$ cat src/rtl/keypad_pkg.sv
`default_nettype none
// ============================================================================
// Module      : keypad_pkg
// Description : Shared types, constants and helpers for the keypad debouncer.
//               Key index map used throughout: 0..9 = num_raw bits,
//               10 = ctrl_raw[0] (right), 11 = ctrl_raw[1] (left).
// Revision    : 1.0 - initial release
// ============================================================================
package keypad_pkg;

  typedef enum logic [1:0] {
    ST_IDLE     = 2'd0,
    ST_DEBOUNCE = 2'd1,
    ST_HELD     = 2'd2,
    ST_RELEASE  = 2'd3
  } state_t;

  localparam logic [3:0] KEY_LEFT  = 4'd10;
  localparam logic [3:0] KEY_RIGHT = 4'd11;

  localparam int DB_CYCLES_DEFAULT     = 20;
  localparam int REPEAT_DELAY_DEFAULT  = 500;
  localparam int REPEAT_PERIOD_DEFAULT = 100;

  localparam int NUM_KEYS = 12;

  // True when exactly one bit of the key vector is set.
  function automatic logic is_onehot(input logic [NUM_KEYS-1:0] v);
    return (v != '0) && ((v & (v - 12'd1)) == '0);
  endfunction

  // Index of the highest set bit; only meaningful for a one-hot vector.
  function automatic logic [3:0] key_index(input logic [NUM_KEYS-1:0] v);
    logic [3:0] idx;
    idx = 4'd0;
    for (int i = 0; i < NUM_KEYS; i++) begin
      if (v[i]) idx = 4'(i);
    end
    return idx;
  endfunction

  // Key index to reported code: bit0 is digit 0, bit1..bit9 are digits 9..1.
  function automatic logic [3:0] key_code_of(input logic [3:0] idx);
    logic [3:0] code;
    if (idx == 4'd0)       code = 4'd0;
    else if (idx <= 4'd9)  code = 4'd10 - idx;
    else if (idx == 4'd10) code = KEY_RIGHT;
    else                   code = KEY_LEFT;
    return code;
  endfunction

  // Saturating 16-bit increment so counters can never wrap.
  function automatic logic [15:0] sat_inc(input logic [15:0] v);
    return (v == 16'hFFFF) ? v : v + 16'd1;
  endfunction

endpackage : keypad_pkg
`default_nettype wire

$ cat src/rtl/sync2.sv
`default_nettype none
// ============================================================================
// Module      : sync2
// Description : Two-flop synchronizer bank, synchronous active-low reset.
// Revision    : 1.0 - initial release
// ============================================================================
module sync2 #(
  parameter int WIDTH = 1
) (
  input  logic             clk,
  input  logic             rst,
  input  logic [WIDTH-1:0] i_d,
  output logic [WIDTH-1:0] o_q
);

  logic [WIDTH-1:0] r_meta;
  logic [WIDTH-1:0] r_sync;

  // Two-stage capture of the asynchronous inputs.
  always_ff @(posedge clk) begin
    if (!rst) begin
      r_meta <= '0;
      r_sync <= '0;
    end else begin
      r_meta <= i_d;
      r_sync <= r_meta;
    end
  end

  assign o_q = r_sync;

endmodule : sync2
`default_nettype wire

$ cat src/rtl/keypad_debounce.sv
`default_nettype none
// ============================================================================
// Module      : keypad_debounce
// Description : Debounces a 10-digit + 2-cursor keypad. Accepts a key only
//               when it is the sole key held for DB_CYCLES synced samples,
//               then reports a one-hot level, a key code and a valid pulse.
//               Optional auto-repeat enabled by defining KEY_REPEAT_EN.
// Revision    : 1.0 - initial release
// ============================================================================
module keypad_debounce
  import keypad_pkg::*;
#(
  parameter int DB_CYCLES     = DB_CYCLES_DEFAULT,
  parameter int REPEAT_DELAY  = REPEAT_DELAY_DEFAULT,
  parameter int REPEAT_PERIOD = REPEAT_PERIOD_DEFAULT
) (
  input  logic       clk,
  input  logic       rst,
  input  logic [9:0] num_raw,
  input  logic [1:0] ctrl_raw,
  output logic [9:0] number_btn,
  output logic [1:0] control_btn,
  output logic       key_valid,
  output logic [3:0] key_code
);

  localparam logic [15:0] C_DB_LAST = 16'(DB_CYCLES - 1);

  if (DB_CYCLES < 2 || DB_CYCLES > 65535 ||
      REPEAT_DELAY < 2 || REPEAT_DELAY > 65535 ||
      REPEAT_PERIOD < 2 || REPEAT_PERIOD > 65535) begin : g_param_check
    $error("keypad_debounce: parameter out of range");
  end

  logic [NUM_KEYS-1:0] w_keys;
  logic [NUM_KEYS-1:0] w_cap_mask;
  logic                w_cap_high;
  logic                w_only_cap;
  logic                w_any;

  state_t              r_state;
  logic [15:0]         r_cnt;
  logic [3:0]          r_idx;
  logic [NUM_KEYS-1:0] r_btn;
  logic                r_valid;
  logic [3:0]          r_code;

  sync2 #(
    .WIDTH (NUM_KEYS)
  ) u_sync (
    .clk (clk),
    .rst (rst),
    .i_d ({ctrl_raw, num_raw}),
    .o_q (w_keys)
  );

  assign w_cap_mask = 12'd1 << r_idx;
  assign w_cap_high = w_keys[r_idx];
  assign w_only_cap = (w_keys == w_cap_mask);
  assign w_any      = |w_keys;

`ifdef KEY_REPEAT_EN
  logic [15:0] r_rpt_cnt;
  logic        r_rpt_first;
  logic [15:0] w_rpt_last;

  // Cycles from one accept to the next: first the delay, then the period.
  assign w_rpt_last = r_rpt_first ? 16'(REPEAT_DELAY - 1) : 16'(REPEAT_PERIOD - 1);
`endif

  // Debounce state machine with registered outputs.
  always_ff @(posedge clk) begin
    if (!rst) begin
      r_state <= ST_IDLE;
      r_cnt   <= '0;
      r_idx   <= '0;
      r_btn   <= '0;
      r_valid <= 1'b0;
      r_code  <= '0;
`ifdef KEY_REPEAT_EN
      r_rpt_cnt   <= '0;
      r_rpt_first <= 1'b1;
`endif
    end else begin
      r_valid <= 1'b0;
      case (r_state)
        ST_IDLE: begin
          if (is_onehot(w_keys)) begin
            r_idx   <= key_index(w_keys);
            r_cnt   <= '0;
            r_state <= ST_DEBOUNCE;
          end
        end
        ST_DEBOUNCE: begin
          if (!w_only_cap) begin
            r_state <= ST_IDLE;
          end else if (r_cnt == C_DB_LAST) begin
            r_state <= ST_HELD;
            r_btn   <= w_cap_mask;
            r_valid <= 1'b1;
            r_code  <= key_code_of(r_idx);
`ifdef KEY_REPEAT_EN
            r_rpt_cnt   <= '0;
            r_rpt_first <= 1'b1;
`endif
          end else begin
            r_cnt <= sat_inc(r_cnt);
          end
        end
        ST_HELD: begin
          // Only the captured key matters here; other keys are ignored.
          if (!w_cap_high) begin
            r_btn   <= '0;
            r_cnt   <= '0;
            r_state <= ST_RELEASE;
          end
`ifdef KEY_REPEAT_EN
          else if (r_rpt_cnt == w_rpt_last) begin
            r_btn       <= w_cap_mask;
            r_valid     <= 1'b1;
            r_rpt_cnt   <= '0;
            r_rpt_first <= 1'b0;
          end else begin
            // One-cycle low gap right before each repeat accept.
            if (r_rpt_cnt == w_rpt_last - 16'd1) r_btn <= '0;
            r_rpt_cnt <= sat_inc(r_rpt_cnt);
          end
`endif
        end
        ST_RELEASE: begin
          if (w_any) begin
            r_cnt <= '0;
          end else if (r_cnt == C_DB_LAST) begin
            r_state <= ST_IDLE;
          end else begin
            r_cnt <= sat_inc(r_cnt);
          end
        end
        default: r_state <= ST_IDLE;
      endcase
    end
  end

  assign number_btn  = r_btn[9:0];
  assign control_btn = r_btn[11:10];
  assign key_valid   = r_valid;
  assign key_code    = r_code;

endmodule : keypad_debounce
`default_nettype wire

$ cat config.mk
export PLATFORM = sky130hd
export DESIGN_NAME = keypad_debounce
export DESIGN_NICKNAME = d
export VERILOG_FILES = /design/src/rtl/keypad_pkg.sv /design/src/rtl/sync2.sv /design/src/rtl/keypad_debounce.sv
export SDC_FILE = /design/constraint.sdc
export NUM_CORES = 1
export LEC_CHECK = 0
export ABC_AREA = 1
export BUFFER_PORTS_ARGS = -buffer_cell sky130_fd_sc_hd__buf_2
export CORE_MARGIN = 5
export CORE_UTILIZATION = 54
export DETAILED_ROUTE_END_ITERATION = 6
export GPL_ROUTABILITY_DRIVEN = 0
export PLACE_DENSITY = 0.76
export SLEW_MARGIN = 0
export SYNTH_ARGS = -nofsm -noshare
export SYNTH_HDL_FRONTEND = slang
export SYNTH_SLANG_ARGS = --single-unit
$ cat constraint.sdc
create_clock -name clk -period 1.85 [get_ports clk]
set_input_delay 0.0925 -clock clk [delete_from_list [all_inputs] [get_ports clk]]
set_output_delay 0.0925 -clock clk [all_outputs]
set_load 0.02 [all_outputs]
==> impl_summary.txt <==
----------------------------------------------------
[Run status]
  Run status ... finished with violations
  Failing checks ... setup timing

[Floorplanning]
  Site row count ... 30
  Number of primary I/O pins ... 31
  Total die area ... between 0.008 and 0.009 sq mm
  Horizontal die dimension ... ~94 um
  Total core area ... between 0.006 and 0.007 sq mm
  Vertical extent of the die ... approximately 94 um
  Effective utilization at floorplan ... between 50 and 60%

[Synthesis]
  Adder and majority gate portion of the synthesized area ... approximately 2.3%
  Area share of and/or/nand/nor cells after synthesis ... a little over two fifths
  Share of the synthesized netlist area taken by xor and xnor gates ... between 2 and 2.5%
  Most frequently used cell type in the post-synthesis netlist ... sky130_fd_sc_hd__nand2_1
  Count of unique library cells instantiated by Yosys ... 27
  Share of async-settable or async-resettable flops after synthesis ... 0%
  Cell type with the highest aggregate area in the netlist ... sky130_fd_sc_hd__dfxtp_1
  Share of the synthesized area in compound gates (AO/OA/AOI/OAI) ... under 10%
  Synthesis warning total ... 0
  EDFF count, synth ... 0
  Mean post-synth cell area ... between 6 and 7 sq um
  Portion of the post-synthesis area used by sequential elements ... 33.1%
  Combinational family with the most area after synthesis ... simple AND/OR/NAND/NOR gates
  Top post-synthesis cells by area ... sky130_fd_sc_hd__dfxtp_1, sky130_fd_sc_hd__nand2_1, sky130_fd_sc_hd__nand3_1, sky130_fd_sc_hd__inv_1, sky130_fd_sc_hd__nor2_1
  Instance count of the mapped netlist ... ~620
  Post-synth top area share ... between 30% and 40%
  Flip-flop and latch count after synthesis ... 63
  Syn Nets ... roughly 640
  Multiplexer share of the synthesized area ... 0%
  Cell types with the highest counts after synthesis ... sky130_fd_sc_hd__nand2_1, sky130_fd_sc_hd__inv_1, sky130_fd_sc_hd__dfxtp_1, sky130_fd_sc_hd__nor2_1, sky130_fd_sc_hd__nand3_1
  Syn Std Cell Area ... roughly 0.0038 sq mm
  Predominant post-synthesis flop cell ... sky130_fd_sc_hd__dfxtp_1

[Pwr]
  Cell Pwr Density ... slightly above 800 mW/mm^2
  Leakage ... ~0.0025 uW
  Net switching power figure ... roughly 1400 uW
  Switching portion of total power ... between 30% and 40%
  Internal cell power ... ~2800 uW
  Logic pwr share ... between 20% and 30%
  Largest voltage drop on the vdd net ... 0.592 mV
  Sequential cell fraction of total power ... 35.4%
  Share of power burned in the clock network ... roughly a third

[Timing]
  Final setup violating endpoints ... 35
  Final Worst Setup Slack ... -148 ps
  Tightest Pin Transition ... 433 ps
  Worst Clk Skew ... between 10 and 15 ps
  Fin Hold WS ... 41.0 ps
  Final hold violations ... 0
  Worst-case headroom to the max-slew limit ... 70.9%
  Min Tclk post-route ... 2000 ps
  Highest Clock Rate ... around 500 MHz
  Final Max Slew Viols ... 0
  Setup TNS ... -2410 ps
  Fin crit share ... 108%
  Setup repair after global routing missed its margin ... true

[Route]
  Final routed wire length divided by cell count ... around 14 um
  Remaining DRCs ... 0
  Total wire length ... about 12 mm
  Drt initial violations ... about 540
  Length of the first detailed-routing pass in iterations ... 6
  Vias post-DR ... between 4,000 and 5,000
  Via-to-Cell Ratio ... between 5 and 6
  Count of antenna-violating nets left after detailed routing ... 0

[Worst hold path]
  Worst hold endpoint ... u_sync.o_q[0]$_SDFF_PN0_
  Beginning of the worst hold path ... rst
  Worst hold path class ... input pin to flip-flop
  Worst hold path cell count ... 3

[Global routing]
  Met1 Usage GRT ... between 30% and 40%
  Met2 demand-to-capacity share in global routing ... 39.9%
  Largest net degree at the start of global routing ... 30
  Aggregate global-route resource usage ... roughly a quarter
  Initial antenna violation count ... 0
  Remaining Overflow, GRT ... 0
  Routing layer with the top usage in global route ... met2
  Met3 track utilization from global routing ... approximately 5.4%
  Wire length of the first global-routing pass ... approximately 19 mm
  Vias in the first global route ... 4,047

[Clocking]
  Clock latency on the worst-skew pair ... about 350 ps
  Number of buffers created by CTS ... 9
  Number of levels in the clock H-tree ... 3
  Max Buffers Root-to-Sink ... 2
  TritonCTS clock tree ... yes
  Clock transition at the registers of the reported paths ... approximately 80 ps
  Clock sink count ... 63
  Clock tree root buffer cell ... sky130_fd_sc_hd__clkbuf_8

[Final layout]
  Post-route non-filler standard cell count ... between 800 and 900
  Final net count ... 736
  Layout cell share with drive strength beyond 1 ... about 23%
  Synthesis-to-finish area growth ... 32.7%
  Number of antenna cells inserted ... 0
  Non-Filler Cell Area, Final ... 0.00505 sq mm

[Setup path]
  Kind of end point of the critical path ... flip-flop
  Crit path max-delay cell type ... sky130_fd_sc_hd__dfxtp_4
  Crit-path max FO ... 8
  Worst path most repeated cell ... sky130_fd_sc_hd__nand2_2
  Critical Path RT ... ~2100 ps
  Cell chain of the critical path ... buf_6, ha_4, nand3_4, nand2_2, nand2_2, nor2_4, nand2_2, inv_2, nand3_4, nand2_8, nand2_8, nor2_4, nand2_1, nand2_1, nor2_1
  Reg-to-reg endpoint ... r_cnt[15]$_SDFFE_PN0P_
  Startpoint-to-endpoint class of the critical path ... flip-flop to flip-flop
  Type of origin of the critical path ... flip-flop
  Maximum cell stage delay along the critical path ... 400 ps
  Register-to-register setup slack ... -150 ps
  Arrival time of data at the critical path endpoint ... 2220 ps
  Startpoint of the most critical register-to-register path ... r_idx[0]$_SDFFE_PN0P_
  Number of cell instances on the worst register-to-register path ... 15

[Place]
  Estimated wirelength of the detail-placed design ... between 7 and 8 mm
  Post-Place Cell Area ... 0.00440 sq mm
  Total placed cells including tap cells ... approximately 780
  Port bufs ... 30
  Setup Slack @ Placement ... -188 ps

[Flow run]
  Max-cap violations ... 0

----------------------------------------------------
[kinds of logic (layout without fill, tap and decap cells)]
family,after synthesis,in the layout
AOI/OAI and AO/OA,70,70
xor gates and xnor gates,10,10
adders and majority gates,7,7
buffers and inverters,100,194
DFF,63,63
and+or+nand+nor,373,375
[registers in the layout, summed over array words and instances, names as in the netlist, named ones only]
signal and cells:
r_cnt 16, r_btn 12, u_sync.o_q 12, u_sync.r_meta 12
key_code 4, r_idx 4, key_valid 1, r_state 1
[cell type report]
| cell class | instances | area (sq um) |
|---|---|---|
| Inverter | 77 | 297 |
| Fill cell | 570 | 1780 |
| Clock buffer | 9 | 124 |
| Multi-Input combinational cell | 462 | 2390 |
| Sequential cell | 63 | 1270 |
| Timing Repair Buffer | 102 | 744 |
| Clock inverter | 6 | 110 |
| Tap cell | 96 | 120 |
[cell usage in the layout, fill, tap and decap left out, types with 2 or more instances in the layout]
cell                            Yosys  layout
sky130_fd_sc_hd__nand2_1          219     209
sky130_fd_sc_hd__inv_1             72      66
sky130_fd_sc_hd__dfxtp_1           63      60
sky130_fd_sc_hd__buf_4              1      56
sky130_fd_sc_hd__nor2_1            63      53
sky130_fd_sc_hd__nand3_1           58      52
sky130_fd_sc_hd__a21oi_1           39      37
sky130_fd_sc_hd__buf_2              5      30
sky130_fd_sc_hd__o21ai_0           22      19
sky130_fd_sc_hd__nand4_1           19      19
sky130_fd_sc_hd__dlygate4sd3_1      0      12
sky130_fd_sc_hd__nand2_2            2       9
sky130_fd_sc_hd__inv_2              5       9
sky130_fd_sc_hd__clkbuf_8           0       9
sky130_fd_sc_hd__xor2_1             8       8
sky130_fd_sc_hd__nor2_2             0       7
sky130_fd_sc_hd__nor2_4             3       7
sky130_fd_sc_hd__nor3_1             5       5
sky130_fd_sc_hd__nand3_2            2       5
sky130_fd_sc_hd__nand3_4            0       4
sky130_fd_sc_hd__ha_4               0       4
sky130_fd_sc_hd__o21ai_2            0       3
sky130_fd_sc_hd__o211a_1            3       3
sky130_fd_sc_hd__bufinv_16          0       3
sky130_fd_sc_hd__buf_6              3       3
sky130_fd_sc_hd__nand2_8            0       2
sky130_fd_sc_hd__o211ai_1           2       2
sky130_fd_sc_hd__xnor2_1            2       2
sky130_fd_sc_hd__nand2_4            1       2
sky130_fd_sc_hd__a31oi_1            2       2
sky130_fd_sc_hd__a21oi_2            0       2
sky130_fd_sc_hd__ha_1               7       2
sky130_fd_sc_hd__clkinvlp_4         0       2
sky130_fd_sc_hd__dfxtp_4            0       2
[power groups by stage]
stage | registers (uW) | logic (uW) | clock network (uW)
final | 1470 | 1250 | 1440
after detailed placement | 1490 | 990 | 0
after floorplan | 1480 | 654 | 0
after CTS | 1470 | 1120 | 1450
after global placement | 1480 | 968 | 0
after global routing | 1480 | 1340 | 1500
[critical path, delay by kind of cell, from the launching register on]
family	cells	cell delay, ps
DFF	1	400
buffers and inverters	2	170
adders and majority gates	1	190
and+or+nand+nor	12	1090
[metrics by stage]
step | power, uW | util, %
after floorplan | 2130 | -
after global placement | 2450 | 64.4
after detailed placement | 2480 | 64.4
after CTS | 4040 | 72.0
after global routing | 4320 | 74.0
final | 4160 | 74.0
[per-layer routing]
metal  wire [um]  part of all wire [%]  vias to the layer above
met5           0                     0                        -
met4         341                   2.9                        0
met3        1200                    10                       39
met2        5250                    45                      275
met1        4940                    42                     2003
li1            -                     -                     2163
[worst max path at each step]
| stage | startpoint | endpoint | cells past startpoint |
|---|---|---|---|
| after floorplan | r_idx[0]$_SDFFE_PN0P_ | r_btn[11]$_SDFFE_PN0P_ | 16 |
| after global placement | r_idx[0]$_SDFFE_PN0P_ | r_btn[1]$_SDFFE_PN0P_ | 14 |
| after detailed placement | r_idx[0]$_SDFFE_PN0P_ | r_btn[7]$_SDFFE_PN0P_ | 14 |
| after CTS | r_idx[0]$_SDFFE_PN0P_ | r_cnt[15]$_SDFFE_PN0P_ | 15 |
| after global routing | r_idx[0]$_SDFFE_PN0P_ | r_cnt[15]$_SDFFE_PN0P_ | 15 |
| final | r_idx[0]$_SDFFE_PN0P_ | r_cnt[15]$_SDFFE_PN0P_ | 15 |
[repair_timing]
item,4_1_cts,5_1_grt
endpoints found under the setup margin,32,39
gates resized for setup,28,32
hold buffers,12,0
setup buffers,6,2
pin swaps,17,16
hold endpoints to repair,12,0
gates cloned,1,1
No activity file was read; power rests on OpenSTA's default activity.
